**src/rtl/freq_gen_pkg.sv**
```systemverilog
`default_nettype none
// ============================================================================
// freq_gen_pkg: shared constants, FSM encoding and BCD helper.   Rev 1.0
// ============================================================================
package freq_gen_pkg;

  localparam int CLK_HZ_DEFAULT = 100_000_000;
  localparam int DIV_W_DEFAULT  = 26;
  localparam int BCD_DIGITS     = 4;
  localparam int BCD_W          = BCD_DIGITS * 4;
  localparam int BIN_W          = 14;

  typedef enum logic [1:0] {
    ST_IDLE    = 2'd0,
    ST_CONVERT = 2'd1,
    ST_DIVIDE  = 2'd2,
    ST_COMMIT  = 2'd3
  } state_t;

  function automatic logic bcd_valid(input logic [BCD_W-1:0] value);
    logic ok;
    ok = 1'b1;
    for (int i = 0; i < BCD_DIGITS; i++) begin
      if (value[i*4 +: 4] > 4'd9) ok = 1'b0;
    end
    return ok;
  endfunction

endpackage
`default_nettype wire

```
**src/rtl/frequency_generator_if.sv**
```systemverilog
`default_nettype none
// ============================================================================
// frequency_generator_if: setting/load/status/wave bundle.   Rev 1.0
// ============================================================================
interface frequency_generator_if;
  import freq_gen_pkg::*;

  logic [BCD_W-1:0] Frequency;
  logic             Load;
  logic             Busy;
  logic             Error;
  logic [BIN_W-1:0] Active_Freq;
  logic             Fxout;

  modport master (
    output Frequency,
    output Load,
    input  Busy,
    input  Error,
    input  Active_Freq,
    input  Fxout
  );

  modport slave (
    input  Frequency,
    input  Load,
    output Busy,
    output Error,
    output Active_Freq,
    output Fxout
  );

endinterface
`default_nettype wire

```
**src/rtl/serial_divider.sv**
```systemverilog
`default_nettype none
// ============================================================================
// serial_divider: restoring divider, one quotient bit per cycle.   Rev 1.0
// ============================================================================
module serial_divider #(
  parameter int DIV_W = 26,
  parameter int DVS_W = 14
) (
  input  logic             Clk,
  input  logic             Rst,
  input  logic             start,
  input  logic [DIV_W-1:0] dividend,
  input  logic [DVS_W-1:0] divisor,
  output logic [DIV_W-1:0] quotient,
  output logic             done
);

  localparam int c_CNT_W = $clog2(DIV_W + 1);

  logic [DIV_W-1:0]   r_acc;
  logic [DVS_W-1:0]   r_rem;
  logic [DVS_W-1:0]   r_dvs;
  logic [c_CNT_W-1:0] r_cnt;
  logic               r_run;

  logic [DVS_W:0]     w_trial;
  logic [DVS_W-1:0]   w_diff;
  logic               w_ge;

  // Dividend bits shift out of r_acc while quotient bits shift in behind them.
  assign w_trial = {r_rem, r_acc[DIV_W-1]};
  assign w_ge    = (w_trial >= {1'b0, r_dvs});
  assign w_diff  = w_trial[DVS_W-1:0] - r_dvs;

  always_ff @(posedge Clk or posedge Rst) begin
    if (Rst) begin
      r_acc <= '0;
      r_rem <= '0;
      r_dvs <= '0;
      r_cnt <= '0;
      r_run <= 1'b0;
    end else if (start) begin
      r_acc <= dividend;
      r_rem <= '0;
      r_dvs <= divisor;
      r_cnt <= c_CNT_W'(DIV_W);
      r_run <= 1'b1;
    end else if (r_run) begin
      r_rem <= w_ge ? w_diff : w_trial[DVS_W-1:0];
      r_acc <= {r_acc[DIV_W-2:0], w_ge};
      r_cnt <= r_cnt - c_CNT_W'(1);
      if (r_cnt == c_CNT_W'(1)) r_run <= 1'b0;
    end
  end

  // Flags the final iteration so the quotient is settled on the following cycle.
  assign done     = r_run && (r_cnt == c_CNT_W'(1));
  assign quotient = r_acc;

endmodule
`default_nettype wire

```
**src/rtl/frequency_generator.sv**
```systemverilog
`default_nettype none
// ============================================================================
// frequency_generator: BCD-programmed square-wave source, glitch-free retune. Rev 1.0
// ============================================================================
module frequency_generator
  import freq_gen_pkg::*;
#(
  parameter int CLK_HZ = CLK_HZ_DEFAULT,
  parameter int DIV_W  = DIV_W_DEFAULT
) (
  input  logic                  Clk,
  input  logic                  Rst,
  frequency_generator_if.slave  bus
);

  localparam logic [DIV_W-1:0] c_half_clk = DIV_W'(CLK_HZ / 2);
  localparam logic [1:0]       c_last_dig = 2'(BCD_DIGITS - 1);

  state_t           r_state;
  state_t           w_next;
  logic             r_busy;
  logic             r_err;
  logic [BCD_W-1:0] r_digits;
  logic [1:0]       r_dcnt;
  logic [BIN_W-1:0] r_bin;
  logic [BIN_W-1:0] r_active;

  logic [DIV_W-1:0] r_half;
  logic [DIV_W-1:0] r_pend;
  logic             r_pend_v;
  logic [DIV_W-1:0] r_cnt;
  logic             r_fx;

  logic             w_accept;
  logic             w_reject;
  logic             w_start;
  logic             w_commit;
  logic             w_div_done;
  logic [DIV_W-1:0] w_quot;
  logic [3:0]       w_digit;
  logic [BIN_W-1:0] w_bin_next;

  assign w_digit    = r_digits[BCD_W-1 -: 4];
  assign w_bin_next = (r_bin << 3) + (r_bin << 1) + BIN_W'(w_digit);

  serial_divider #(
    .DIV_W (DIV_W),
    .DVS_W (BIN_W)
  ) u_div (
    .Clk      (Clk),
    .Rst      (Rst),
    .start    (w_start),
    .dividend (c_half_clk),
    .divisor  (w_bin_next),
    .quotient (w_quot),
    .done     (w_div_done)
  );

  always_ff @(posedge Clk or posedge Rst) begin
    if (Rst) r_state <= ST_IDLE;
    else     r_state <= w_next;
  end

  always_comb begin
    w_next   = r_state;
    w_accept = 1'b0;
    w_reject = 1'b0;
    w_start  = 1'b0;
    w_commit = 1'b0;
    case (r_state)
      ST_IDLE: begin
        if (bus.Load) begin
          if (bcd_valid(bus.Frequency)) begin
            w_accept = 1'b1;
            w_next   = ST_CONVERT;
          end else begin
            w_reject = 1'b1;
          end
        end
      end
      ST_CONVERT: begin
        if (r_dcnt == c_last_dig) begin
          if (w_bin_next == '0) begin
            w_next = ST_COMMIT;
          end else begin
            w_start = 1'b1;
            w_next  = ST_DIVIDE;
          end
        end
      end
      ST_DIVIDE: begin
        if (w_div_done) w_next = ST_COMMIT;
      end
      ST_COMMIT: begin
        w_commit = 1'b1;
        w_next   = ST_IDLE;
      end
      default: w_next = ST_IDLE;
    endcase
  end

  // Setting capture, MSD-first BCD accumulate and status flags.
  always_ff @(posedge Clk or posedge Rst) begin
    if (Rst) begin
      r_busy   <= 1'b0;
      r_err    <= 1'b0;
      r_digits <= '0;
      r_dcnt   <= '0;
      r_bin    <= '0;
      r_active <= '0;
    end else begin
      if (w_accept) begin
        r_busy   <= 1'b1;
        r_err    <= 1'b0;
        r_digits <= bus.Frequency;
        r_dcnt   <= '0;
        r_bin    <= '0;
      end
      if (w_reject) r_err <= 1'b1;
      if (r_state == ST_CONVERT) begin
        r_bin    <= w_bin_next;
        r_digits <= {r_digits[BCD_W-5:0], 4'h0};
        r_dcnt   <= r_dcnt + 2'd1;
      end
      if (w_commit) begin
        r_busy   <= 1'b0;
        r_active <= r_bin;
      end
    end
  end

  // Wave engine: a new half-period is only adopted at a toggle boundary,
  // except when starting from stopped, where there is no edge to protect.
  always_ff @(posedge Clk or posedge Rst) begin
    if (Rst) begin
      r_half   <= '0;
      r_pend   <= '0;
      r_pend_v <= 1'b0;
      r_cnt    <= '0;
      r_fx     <= 1'b0;
    end else begin
      if (r_half != '0) begin
        if (r_cnt == r_half - DIV_W'(1)) begin
          r_cnt <= '0;
          r_fx  <= ~r_fx;
          if (r_pend_v) begin
            r_half   <= r_pend;
            r_pend_v <= 1'b0;
          end
        end else begin
          r_cnt <= r_cnt + DIV_W'(1);
        end
      end
      if (w_commit) begin
        if (r_bin == '0) begin
          r_half   <= '0;
          r_cnt    <= '0;
          r_fx     <= 1'b0;
          r_pend_v <= 1'b0;
        end else if (r_half == '0) begin
          r_half <= w_quot;
          r_cnt  <= '0;
        end else begin
          r_pend   <= w_quot;
          r_pend_v <= 1'b1;
        end
      end
    end
  end

  assign bus.Busy        = r_busy;
  assign bus.Error       = r_err;
  assign bus.Active_Freq = r_active;
  assign bus.Fxout       = r_fx;

endmodule
`default_nettype wire
```
**src/flat_wrapper.sv**
```systemverilog
// flat-port wrapper written by rule: the top's interface ports become plain ports
module frequency_generator_flat import freq_gen_pkg::*;
#(
  parameter int CLK_HZ = CLK_HZ_DEFAULT,
  parameter int DIV_W  = DIV_W_DEFAULT
)
  (Clk, Rst, bus_Frequency, bus_Load, bus_Busy, bus_Error, bus_Active_Freq, bus_Fxout);
  frequency_generator_if bus_i ();
  input  logic Clk;
  input  logic Rst;
  input wire logic [$bits(bus_i.Frequency)-1:0] bus_Frequency;
  input wire logic [$bits(bus_i.Load)-1:0] bus_Load;
  output wire logic [$bits(bus_i.Busy)-1:0] bus_Busy;
  output wire logic [$bits(bus_i.Error)-1:0] bus_Error;
  output wire logic [$bits(bus_i.Active_Freq)-1:0] bus_Active_Freq;
  output wire logic [$bits(bus_i.Fxout)-1:0] bus_Fxout;
  assign bus_i.Frequency = bus_Frequency;
  assign bus_i.Load = bus_Load;
  assign bus_Busy = bus_i.Busy;
  assign bus_Error = bus_i.Error;
  assign bus_Active_Freq = bus_i.Active_Freq;
  assign bus_Fxout = bus_i.Fxout;
  frequency_generator #(.CLK_HZ(CLK_HZ), .DIV_W(DIV_W)) u_core (.Clk(Clk), .Rst(Rst), .bus(bus_i));
endmodule
```
**config.mk**
```make
export PLATFORM = sky130hd
export DESIGN_NAME = frequency_generator_flat
export DESIGN_NICKNAME = d
export VERILOG_FILES = /design/src/rtl/freq_gen_pkg.sv /design/src/rtl/frequency_generator_if.sv /design/src/rtl/serial_divider.sv /design/src/rtl/frequency_generator.sv /design/src/flat_wrapper.sv
export SDC_FILE = /design/constraint.sdc
export NUM_CORES = 1
export LEC_CHECK = 0
export ABC_CLOCK_PERIOD_IN_PS = 7520
export CAP_MARGIN = 20
export CORE_MARGIN = 3
export CORE_UTILIZATION = 62
export DETAILED_ROUTE_END_ITERATION = 8
export GPL_TIMING_DRIVEN = 0
export PLACE_DENSITY = 0.87
export SLEW_MARGIN = 25
export SYNTH_ARGS = -nofsm -noshare
export SYNTH_HDL_FRONTEND = slang
export SYNTH_SLANG_ARGS = --single-unit
```
**constraint.sdc**
```tcl
create_clock -name Clk -period 7.52 [get_ports Clk]
set_input_delay 1.504 -clock Clk [delete_from_list [all_inputs] [get_ports Clk]]
set_output_delay 1.504 -clock Clk [all_outputs]
set_load 0.02 [all_outputs]
```
---- Word-level counts from Yosys, hierarchy flattened ----
Index checks and enable logic that the tools add are counted.
storage, ports and cells
  flip-flop bits (word level) ............. 190
  input port bits ......................... 19
  output and inout bits ................... 17
  word-level logic and storage cells ...... 116
operators by class
  add/sub/neg operators ................... 7
  order comparisons ....................... 5
  equal/unequal tests ..................... 10
  multiplexer cells ....................... 62
  bitwise gates (word level) .............. 3
  reductions and logical operators ........ 12
operators with widths
  operator               count
  $mux 26                13
  $mux 14                5
  $mux 1                 33
  $mux 16                2
  $logic_not 14->1       2
  $add 26x1->26 const B  1
  $eq 26x26->1           1
  $logic_not 26->1       1
  $reduce_bool 26->1     1
  $sub 26x1->26 const B  1
  $gt 4x4->1 const B     4
  $ge 15x14->1           1
  $add 14x14->14         1
  $add 14x4->14          1
  $sub 14x14->14         1
  $mux 2                 6
  $mux 5                 2
  $pmux 2 s4             1
  $reduce_bool 2->1      4
  $eq 2x2->1 const B     3
  $eq 5x1->1 const B     1
  $sub 5x1->5 const B    1
  $ne 2x1->1 const B     2
  $ne 2x2->1 const B     2
  other kinds (7)        9

---- Longest topological paths before layout ----
Gate-level depths: netlist of the first run.
  depth in word-level cells ............... 12
  depth in mapped cells ................... 14
  mapped depth without buffers ............ 13

---- Modules after synthesis ----
From an unflattened synthesis of the first run, not the netlist that was laid out.
second synthesis, totals
  cell total of the unflattened synthesis .. 1163
  area total of the unflattened synthesis .. 11111.9 um^2
modules (own cells, without submodules)
  module               times used  cells each  area an instance (um^2)
  frequency_generator  1           789         7573.5
  serial_divider       1           374         3538.4

---- Least setup slack after synthesis of the first run ----
Ideal clock, no wire load.
  kind .................................... register -> register
  start point ............................. register u_core.r_bin[0]
  end point ............................... register u_core.u_div.r_acc[12] (netlist: u_core.u_div.quotient[12])
  library setup time ...................... 0.134 ns
  arrival time ............................ 3.625 ns
  data required time ...................... 7.386 ns
  setup slack ............................. 3.761 ns
  stages on the path, launching flop included .. 15
  buffers on the path ..................... 2
  clock period less this slack ............ 3.759 ns
  cell sequence ........................... dfrtp_1 > inv_1 > fa_1 > inv_1 > fa_1 > a211oi_1 > o21bai_1 > a211oi_1 > a21oi_1 > xor2_1 > nand4b_1 > o41ai_1 > buf_2 > clkbuf_1 > nand2_1
between the ends
  cells in the longest elaborated chain, start to end .. 7
  elaborated cells between the ends (all ways) .. 8
  classes of those cells .................. 2 x add/sub; 4 x mux; 2 x reduce/logical
ends and longest elaborated chain
  item                                          line                        source
  start: declaration                            frequency_generator.sv:25   logic [BIN_W-1:0] r_bin;
  start signal: assignment                      frequency_generator.sv:121  r_bin <= w_bin_next;
  $add 14x14->14 *                              frequency_generator.sv:44   assign w_bin_next = (r_bin << 3) + (r_bin << 1) + BIN_W'(w_digit);
  $add 14x4->14 *                               frequency_generator.sv:44
  $logic_not 14->1 *                            frequency_generator.sv:83   if (w_bin_next == '0) begin
  $mux 1 *                                      frequency_generator.sv:83
  $mux 1 *                                      frequency_generator.sv:82   if (r_dcnt == c_last_dig) begin
  $mux 1 *                                      frequency_generator.sv:70   case (r_state)
  $mux 26 or $reduce_bool 2->1 (tied branches)  --
  end signal: assignment                        serial_divider.sv:43        r_acc <= dividend;
  end signal: assignment                        serial_divider.sv:50        r_acc <= {r_acc[DIV_W-2:0], w_ge};
  end: declaration                              serial_divider.sv:20        logic [DIV_W-1:0] r_acc;
Every way passes the cells marked *; elsewhere a longest branch is shown, timed or not.
A chain may end at the register's enable or synchronous reset.

---- Final worst setup path of the first run ----
  start point ............................. register u_core.r_bin[0]
  end point ............................... register u_core.u_div.r_acc[15] (netlist: u_core.u_div.quotient[15])
Same word-level chain as after synthesis.

==> run_results.csv, run 1 <==
group,metric,value,unit
timing,hold_slack,0.490,ns
placed_design,place_area,11300,sq um
setup_path,reg2reg_from,"u_core.r_bin[0]",
setup_path,cp.arrival,4.79,ns
power_and_ir_drop,power.total,4950,uW
cells_and_area,num_antenna_cells,0,
cells_and_area,drive_above_1_share,0.0830,
setup_path,end_kind,"flop",
floorplanning,die-area,18700,sq um
grt,grt_max_degree,102,
cells_and_area,design_area,11900,sq um
yosys,syn_nets,1143,
yosys,synth_warnings,0,
cells_and_area,finalNonFillerCells,1364,
cells_and_area,nNetsFinal,1199,
setup_path,crit_type,"reg -> reg",
cts,cts_tree,"done",
timing,setup_viol,0,
setup_path,rrSetupSlack,3.03,ns
timing,finalHoldViolations,0,
cts,cts_buffers,17,
floorplanning,rows,47,
worst_hold_path,hp-class,"reg -> reg",
worst_hold_path,hold_depth,2,
yosys,ys_async_sr_fraction,1.00,
grt,antenna_found_initial,0,
yosys,seq_area_frac_synth,0.448,
run,cap_violations,0,
setup_path,crit_fanout,10,
cells_and_area,fin_util,0.713,
route,vias,8380,
timing,fin_crit,4.49,ns
outcome,status,"finished, final reports clean",
placed_design,placed_cells,1333,
floorplanning,core-area,16600,sq um
grt,overflow,0,
cts,ctsHtreeMaxLevel,4,
yosys,syn_avg_cell_area,9.86,sq um
cts,cts.reportedPaths.clkPinSlew,0.07,ns
yosys,ys_types,68,
cells_and_area,syn2layout_area_growth,11.8,%
route,ant_nets,0,
setup_path,cp-startpoint,"u_core.r_bin[0]",
yosys,ys.flop_type,"dfrtp_1",
cts,clock_latency,0.44,ns
timing,rsz0062_at_grt,"false",
timing,post-route-period-util,0.596,
worst_hold_path,min_to,"u_core.r_digits[14]",
route,drcViolationCount,0,
placed_design,place.gp.congestion,0.893,
cts,hold_buffers,0,
grt,grt_first_pass_wirelength,41300,um
cts,cts_resized,0,
yosys,synth-edff-count,0,
cts,cts_sinks,190,
route,drtIter0Drc,642,
setup_path,required,7.82,ns
yosys,synth_seq_cells,190,
power_and_ir_drop,vdd_drop_max,0.000267,V
placed_design,port_buffers,35,
floorplanning,start_util,0.638,
route,vias_per_cell,6.14,
route,wl_per_cell,18.3,um
grt,grt_use_total,0.277,
timing,max_slew_margin,0.470,
yosys,synthesis.area,10600,sq um
setup_path,reg2reg_depth,14,
timing,slew_viol_final,0,
floorplanning,fp.dieH,137,um
cts,root_buffer,"clkbuf_16",
timing,worst_pin_slew,0.787,ns
setup_path,start_kind,"flop",
power_and_ir_drop,p_leak,0.00549,uW
timing,fin_skew,0.00581,ns
cts,cts.path.max_buffers,2,
power_and_ir_drop,powerDensity,417,nW/um^2
worst_hold_path,hp-start,"u_core.r_digits[10]",
route,routed_wirelength,25000,um
grt,grt_pass1_vias,8532,
floorplanning,ios,36,
placed_design,dpl.hpwl,17500,um
route,dr.pass1.iters,5,
cts,post_cts_buffers,0,
yosys,syn_inst,1076,
floorplanning,die_width,137,um
setup_path,r2r-end,"u_core.u_div.quotient[15]",
timing,max_freq,223,MHz
per-stage QoR:
| step | setup WS (ns) | setup TNS, ns |
|---|---|---|
| after CTS | 3.09 | 0 |
| after detailed placement | 3.17 | 0 |
| after global placement | -1.50 | -281.16 |
| after global routing | 2.73 | 0 |
| final | 3.03 | 0 |
| after floorplan | 0.846 | 0 |
placed cells by master (no fill, tap or decap), types with 4 or more instances in the layout:
cell type,n
nor2b_1,8
clkdlybuf4s50_1,35
o21ai_0,63
ha_1,45
o31ai_1,5
clkbuf_16,17
a211o_1,4
nand2_1,116
nand2b_1,4
nor4_1,15
a21o_1,10
mux2_2,44
o22ai_1,4
a211oi_1,10
and3_1,6
and4_1,4
nand4_1,11
nor2_1,99
mux2i_1,71
clkinv_2,4
nor3_1,21
a22o_1,4
o21ai_1,27
mux2_1,8
buf_1,4
xnor2_1,46
a31oi_1,7
or4_1,5
a21oi_1,51
nand3b_1,5
nand3_1,21
inv_1,42
xor2_1,29
dfrtp_1,190
clkbuf_1,36
clkinv_4,4
buf_2,4
state kept, by name, summed over array words and instances, names as in the netlist, 2 cells and up, named ones only:
register / cells
u_core.r_cnt: 26
u_core.r_state: 2
u_core.r_digits: 16
u_core.bus.Active_Freq: 14
u_core.u_div.quotient: 26
u_core.u_div.r_dvs: 14
u_core.r_bin: 14
u_core.r_pend: 26
u_core.u_div.r_cnt: 5
u_core.r_dcnt: 2
u_core.u_div.r_rem: 14
u_core.r_half: 26
layout make-up:
type / instances / area, sq um
Multi-Input combinational cell: 794 / 5480
Fill cell: 1160 / 4780
Sequential cell: 190 / 4750
Clock buffer: 19 / 453
Tap cell: 220 / 275
Clock inverter: 12 / 113
Inverter: 43 / 169
Buffer: 49 / 215
Timing Repair Buffer: 37 / 405
metal layers:
layer	global-route usage	vias to the layer above	share of wire
li1	-	3928	-
met1	0.332	4106	0.41
met2	0.485	268	0.50
met3	0.0478	78	0.047
met4	0.130	0	0.037
met5	0	-	0
worst max-delay path by stage:
stage / to / slack, ns
2_1_floorplan: async pin / 0.85
3_3_place_gp: u_core.r_digits[0] / -1.50
3_5_place_dp: u_core.u_div.quotient[15] / 3.17
4_1_cts: u_core.u_div.quotient[15] / 3.09
5_1_grt: u_core.u_div.quotient[15] / 2.73
6_report: u_core.u_div.quotient[15] / 3.03
cells by family after synthesis:
logic type	share of synthesized area
mux	0.122
fa+ha+maj	0.0587
simple gates	0.153
xor+xnor	0.0619
buf+inv	0.0355
compound gates	0.120
flops	0.448
critical path, stage by stage (launching register included):
cell,delay [ns]
dfrtp_1,0.44
inv_1,0.09
fa_1,0.53
inv_1,0.07
fa_1,0.48
a211oi_1,0.25
o21bai_1,0.14
a211oi_1,0.30
a21oi_1,0.08
xor2_1,0.21
nand4b_1,0.27
o41ai_1,0.63
buf_2,0.37
clkbuf_1,0.38
nand2_1,0.11
cells in the mapped netlist (27+ instances only):
| cell type | number | share of area |
|---|---|---|
| dfrtp_1 | 190 | 0.45 |
| nand2_1 | 116 | 0.041 |
| nor2_1 | 99 | 0.035 |
| mux2i_1 | 71 | 0.067 |
| o21ai_0 | 63 | 0.030 |
| a21oi_1 | 51 | 0.024 |
| xnor2_1 | 46 | 0.038 |
| ha_1 | 45 | 0.053 |
| mux2_2 | 44 | 0.047 |
| inv_1 | 43 | 0.015 |
| clkbuf_1 | 36 | 0.013 |
| xor2_1 | 29 | 0.024 |
| o21ai_1 | 27 | 0.013 |
where the power goes:
| part | internal (uW) | switching (uW) | total [uW] |
|---|---|---|---|
| Combinational | 1010 | 1340 | 2350 |
| Clock | 475 | 405 | 880 |
| Sequential | 1390 | 323 | 1720 |
| Total | 2880 | 2070 | 4950 |
(Power assumes the default switching activity.)
==> run 2, diff against run 1 <==
--- a/config.mk
+++ b/config.mk
@@ -5,13 +5,13 @@
 export SDC_FILE = /design/constraint.sdc
 export NUM_CORES = 1
 export LEC_CHECK = 0
-export ABC_CLOCK_PERIOD_IN_PS = 7520
+export ABC_CLOCK_PERIOD_IN_PS = 3700
 export CAP_MARGIN = 20
 export CORE_MARGIN = 3
-export CORE_UTILIZATION = 62
+export CORE_UTILIZATION = 56
 export DETAILED_ROUTE_END_ITERATION = 8
 export GPL_TIMING_DRIVEN = 0
-export PLACE_DENSITY = 0.87
+export PLACE_DENSITY = 0.83
 export SLEW_MARGIN = 25
 export SYNTH_ARGS = -nofsm -noshare
 export SYNTH_HDL_FRONTEND = slang
==> constraint.sdc (replaced) <==
create_clock -name Clk -period 3.7 [get_ports Clk]
set_input_delay 0.74 -clock Clk [delete_from_list [all_inputs] [get_ports Clk]]
set_output_delay 0.74 -clock Clk [all_outputs]
set_load 0.02 [all_outputs]
==> run_results.csv, run 2 (same netlist as run 1, synthesis figures left out) <==
group,metric,value,unit
timing,worst_pin_slew,0.803,ns
cts,cts.reportedPaths.clkPinSlew,0.07,ns
route,vias_per_cell,6.10,
placed_design,dpl.hpwl,17600,um
cts,cts_tree,"done",
timing,max_slew_margin,0.464,
cells_and_area,num_antenna_cells,0,
floorplanning,fp.dieH,144,um
timing,slew_viol_final,0,
route,wl_per_cell,18.4,um
cts,cts_buffers,17,
cts,root_buffer,"clkbuf_16",
cts,cts_sinks,190,
power_and_ir_drop,intPower,6170,uW
route,dr.pass1.iters,5,
floorplanning,start_util,0.581,
floorplanning,die_width,144,um
timing,setup_viol,9,
cells_and_area,final_cell_mix,"dfrtp_1 (188), nand2_1 (116), nor2_1 (98)",
timing,rsz0062_at_grt,"true",
cells_and_area,final.fill_count,1296,
cts,cts.path.max_buffers,2,
cts,ctsHtreeMaxLevel,4,
setup_path,reg2reg_depth,15,
worst_hold_path,hold_depth,1,
cells_and_area,final_common_cell,"dfrtp_1",
power_and_ir_drop,powerDensity,861,nW/um^2
route,drcViolationCount,0,
grt,grt_first_pass_wirelength,41200,um
cells_and_area,nNetsFinal,1220,
cells_and_area,syn2layout_area_growth,16.2,%
outcome,failed_checks,"negative setup slack",
setup_path,critical_path.top_delay_family,"compound AO/OA/AOI/OAI gates",
outcome,status,"complete, but fails checks",
placed_design,port_buffers,35,
floorplanning,rows,49,
power_and_ir_drop,p_leak,0.00570,uW
setup_path,worstPathCellList,"inv_2, fa_1, inv_2, fa_2, a211oi_2, o21bai_1, a211oi_1, a21oi_1, xor2_1, nand4b_1, buf_6, o41ai_4, buf_6, buf_8, mux2_4",
cells_and_area,design_area,12300,sq um
setup_path,max_stage_delay,0.56,ns
setup_path,crit_buf_inv,5,
setup_path,cp.arrival,4.08,ns
route,ant_nets,0,
setup_path,start_kind,"flop",
route,dr_wl_met2,12600,um
cells_and_area,drive_above_1_share,0.127,
power_and_ir_drop,vdd_drop_max,0.000539,V
setup_path,crit_fanout,6,
worst_hold_path,hp-start,"u_core.r_dcnt[0]",
timing,fin_skew,0.0142,ns
floorplanning,core-area,18300,sq um
grt,overflow,0,
power_and_ir_drop,p_sw,4450,uW
grt,antenna_found_initial,0,
cts,clock_latency,0.44,ns
power_and_ir_drop,combPwrFrac,0.499,
route,routed_wirelength,25600,um
setup_path,r2r-end,"u_core.u_div.r_dvs[0]",
timing,post-route-period-util,1.02,
route,met1_length,10600,um
timing,finalHoldViolations,0,
timing,fin_ws,-0.0663,ns
grt,grt_use_total,0.249,
route,met3_wirelength,1330,um
placed_design,place.gp.congestion,0.949,
floorplanning,die-area,20600,sq um
setup_path,slowest_stage,"fa_1",
power_and_ir_drop,p_clk_frac,0.173,
grt,grt_pass1_vias,8358,
setup_path,end_kind,"flop",
power_and_ir_drop,switching_share,0.419,
timing,max_freq,266,MHz
setup_path,rrSetupSlack,-0.07,ns
setup_path,required,4.01,ns
run,cap_violations,0,
setup_path,reg2reg_from,"u_core.r_bin[2]",
route,drtIter0Drc,586,
grt,grt_max_degree,33,
power_and_ir_drop,power.total,10600,uW
cts,hold_buffers,0,
route,vias,8511,
floorplanning,ios,36,
worst_hold_path,min_to,"u_core.r_dcnt[0]",
route,dr.max_layer_used,"met4",
worst_hold_path,hp-class,"reg -> reg",
placed_design,place_area,11400,sq um
timing,fin_crit,3.77,ns
setup_path,crit_type,"reg -> reg",
power_and_ir_drop,p_seq_frac,0.328,
run 2: changes by cell type in the layout (fill, tap and decap cells not counted), sizes merged:
| cell | delta |
|---|---|
| buf | +24 |
| bufinv | +1 |
| clkbuf | -1 |
| clkinv | -6 |
| clkinvlp | +4 |
run 2: final cells by class:
cell class | instances | area [sq um] | share of cell area
clock buffers | 21 | 460 | 0.0373
flip-flops and latches | 190 | 4760 | 0.386
multi-input cells | 794 | 5630 | 0.457
repair buffers | 58 | 641 | 0.0519
plain buffers | 49 | 262 | 0.0212
clock inverters | 11 | 130 | 0.0105
inverters | 43 | 165 | 0.0134
well taps | 229 | 287 | 0.0232
run 2: worst max-delay path by stage:
stage | startpoint | end | cells past startpoint
detailed placement | u_core.r_bin[0] | u_core.u_div.quotient[14] | 14
floorplan | u_core.r_bin[0] | u_core.u_div.quotient[12] | 14
CTS | u_core.r_bin[0] | u_core.u_div.r_dvs[1] | 14
finish | u_core.r_bin[2] | u_core.u_div.r_dvs[0] | 15
global route | u_core.r_bin[2] | u_core.u_div.r_dvs[0] | 14
global placement | Rst | u_core.bus.Error | 2
run 2: worst register-to-register path: stages, from the launching register on:
cell and delay, ns:
dfrtp_1 0.37, inv_2 0.05, fa_1 0.56, inv_2 0.06
fa_2 0.39, a211oi_2 0.26, o21bai_1 0.13, a211oi_1 0.22
a21oi_1 0.09, xor2_1 0.18, nand4b_1 0.22, buf_6 0.17
o41ai_4 0.33, buf_6 0.19, buf_8 0.14, mux2_4 0.30
run 2: repair_timing:
item / 4_1_cts / 5_1_grt
pin swaps: 4 / 13
gates resized for setup: 22 / 42
setup buffers: 6 / 10
hold endpoints to repair: 0 / 0
setup endpoints to repair: 60 / 108
cloned: 1 / 1
run 2: metrics by stage:
stage | util | std cells | hold slack (ns) | setup slack [ns] | setup TNS, ns
floorplan | - | 1076 | 0.453 | 0.0720 | 0
global placement | 0.616 | 1340 | 0.465 | -0.954 | -196.61
detailed placement | 0.623 | 1346 | 0.475 | -0.637 | -22.38
CTS | 0.663 | 1385 | 0.490 | 0.0502 | 0
global route | 0.675 | 1395 | 0.515 | -0.186 | -5.23
finish | 0.675 | 1395 | 0.488 | -0.0663 | -0.402
run 2: metal layers:
layer,global-route usage,vias up
met1,0.310,4153
met4,0.116,0
li1,-,3956
met5,0,-
met3,0.0466,90
met2,0.420,312
run 2: power groups by stage:
stage / sequential [uW] / combinational (uW) / clock, uW
2_1_floorplan: 3370 / 3530 / 0
3_3_place_gp: 3450 / 4540 / 0
3_5_place_dp: 3480 / 4700 / 0
4_1_cts: 3460 / 4930 / 1860
5_1_grt: 3580 / 5820 / 1960
6_report: 3490 / 5300 / 1840
==> patch: new RTL, flow settings as in run 1 <==
The package constant `DIV_W_DEFAULT` goes from 26 to 52.
--- a/src/rtl/freq_gen_pkg.sv
+++ b/src/rtl/freq_gen_pkg.sv
@@ -6,5 +6,5 @@
 
   localparam int CLK_HZ_DEFAULT = 100_000_000;
-  localparam int DIV_W_DEFAULT  = 26;
+  localparam int DIV_W_DEFAULT  = 52;
   localparam int BCD_DIGITS     = 4;
   localparam int BCD_W          = BCD_DIGITS * 4;
Check against the original RTL: no difference found for any inputs over 4 cycles, from zero or initial values and one cycle with Rst high; that may be too few to reach the edited logic, so the function may still have changed.
==> patch against run 1 <==
Routed wire length increased by 71%. Largest cell class unchanged. Clock power increased by 72%. Power decreased by 36%. Area after synthesis increased by 55%. Non-clock buffer count increased by 47. Combinational power decreased by 97%. Synthesized cell count increased by 67%. Critical endpoint is now u_core.r_cnt[48]$_DFF_PP0_. Sequential cell count increased by 105. Setup slack got worse by 0.34 ns. Final area increased by 56%. Utilization decreased by 0.29 points.
==> patch: results (changes against run 1) <==
- Status: finished, final reports clean (unchanged)
- Inserted Clock Buffers: 30 (was 17)
- FILL cells: 1814 (was 1160)
- PD cells: 171 nW/µm² (was 417 nW/µm²)
- R2R Path Start: u_core.r_half[0]$_DFF_PP0_ (was u_core.r_bin[0]$_DFFE_PP0P_)
- NetSw: 669 µW (was 2070 µW)
- #FFs+latches synth: 295 (was 190)
- Netlist cell types: 73 (was 68)
- Synth top cells by count: nand2_1, dfrtp_1, nor2_1, mux2i_1, o21ai_0 (was dfrtp_1, nand2_1, nor2_1, mux2i_1, o21ai_0)
- Min-Delay Startpoint: u_core.r_pend[14]$_DFFE_PP0P_ (was u_core.r_digits[10]$_DFFE_PP0P_)
- Clk_lat worst skew: 0.57 ns (was 0.44 ns)
- Top achievable clock speed: 0.207 GHz (was 0.223 GHz)
- Detailed placement HPWL: 30.3 mm (was 17.5 mm)
- Non-clock inverter count: 47 (was 43)
- Comb power frac: 1.9% (was 47.5%)
- Clk buf depth: 3 (was 2)
- Worst hold path endpoint: u_core.r_pend[14]$_DFFE_PP0P_ (was u_core.r_digits[14]$_DFFE_PP0P_)
- Worst Skew: 0.0146 ns (was 0.00581 ns)
- Footprint of the multi-input gates: 8530 µm² (was 5480 µm²)
- Clkbuf count: 44 (was 19)
- First-pass GRT wire length: 69.6 mm (was 41.3 mm)
- Largest net degree at the start of global routing: 34 (was 102)
- Total track usage: 29.6% (was 27.7%)
- Switching Share: 21.2% (was 41.8%)
- Crit-path slowest cell: nand4_1 (was o41ai_1)
- CP Capture Point: u_core.r_cnt[48]$_DFF_PP0_ (was u_core.u_div.quotient[15]$_DFFE_PP0P_)
- Place WS: 2.58 ns (was 3.17 ns)
- Family with the most delay on the worst path: simple AND/OR/NAND/NOR gates (was compound AO/OA/AOI/OAI gates)
- Proportion of layout cells with a drive suffix above 1: 5.86% (was 8.30%)
- Vias post-DR: 13800 (was 8380)
- Syn Area/Cell: 9.17 µm² (was 9.86 µm²)
- Post-Route WL: 42.8 mm (was 25.0 mm)
- CP startpoint: u_core.r_half[0]$_DFF_PP0_ (was u_core.r_bin[0]$_DFFE_PP0P_)
- Final clock-cell share: 5.40% (was 4.77%)
- Die Footprint: 28500 µm² (was 18700 µm²)
- Sequential cell area share: 39.9% (was 40.1%)
## patch: logic make-up (layout without fill, tap and decap cells)
logic type               Yosys count  after routing  synth area share [%]
adder cells (fa/ha/maj)           48             48                  3.78
AND/OR/NAND/NOR                  781            781                  21.9
AO/OA/AOI/OAI                    248            248                  9.51
multiplexers                     139            139                  8.58
XOR/XNOR                         150            150                  7.98
buffers and inverters            134            233                  3.46
flip-flops                       295            295                  44.8
## patch: layer usage
| metal | global-route usage, % | share of wire [%] | up-vias | wire length, µm |
|---|---|---|---|---|
| li1 | - | - | 6304 | - |
| met1 | 39.2 | 41 | 6829 | 17600 |
| met2 | 50.5 | 50 | 503 | 21200 |
| met3 | 3.57 | 5.5 | 121 | 2350 |
| met4 | 11.1 | 3.9 | 0 | 1660 |
| met5 | 0 | 0 | - | 0 |
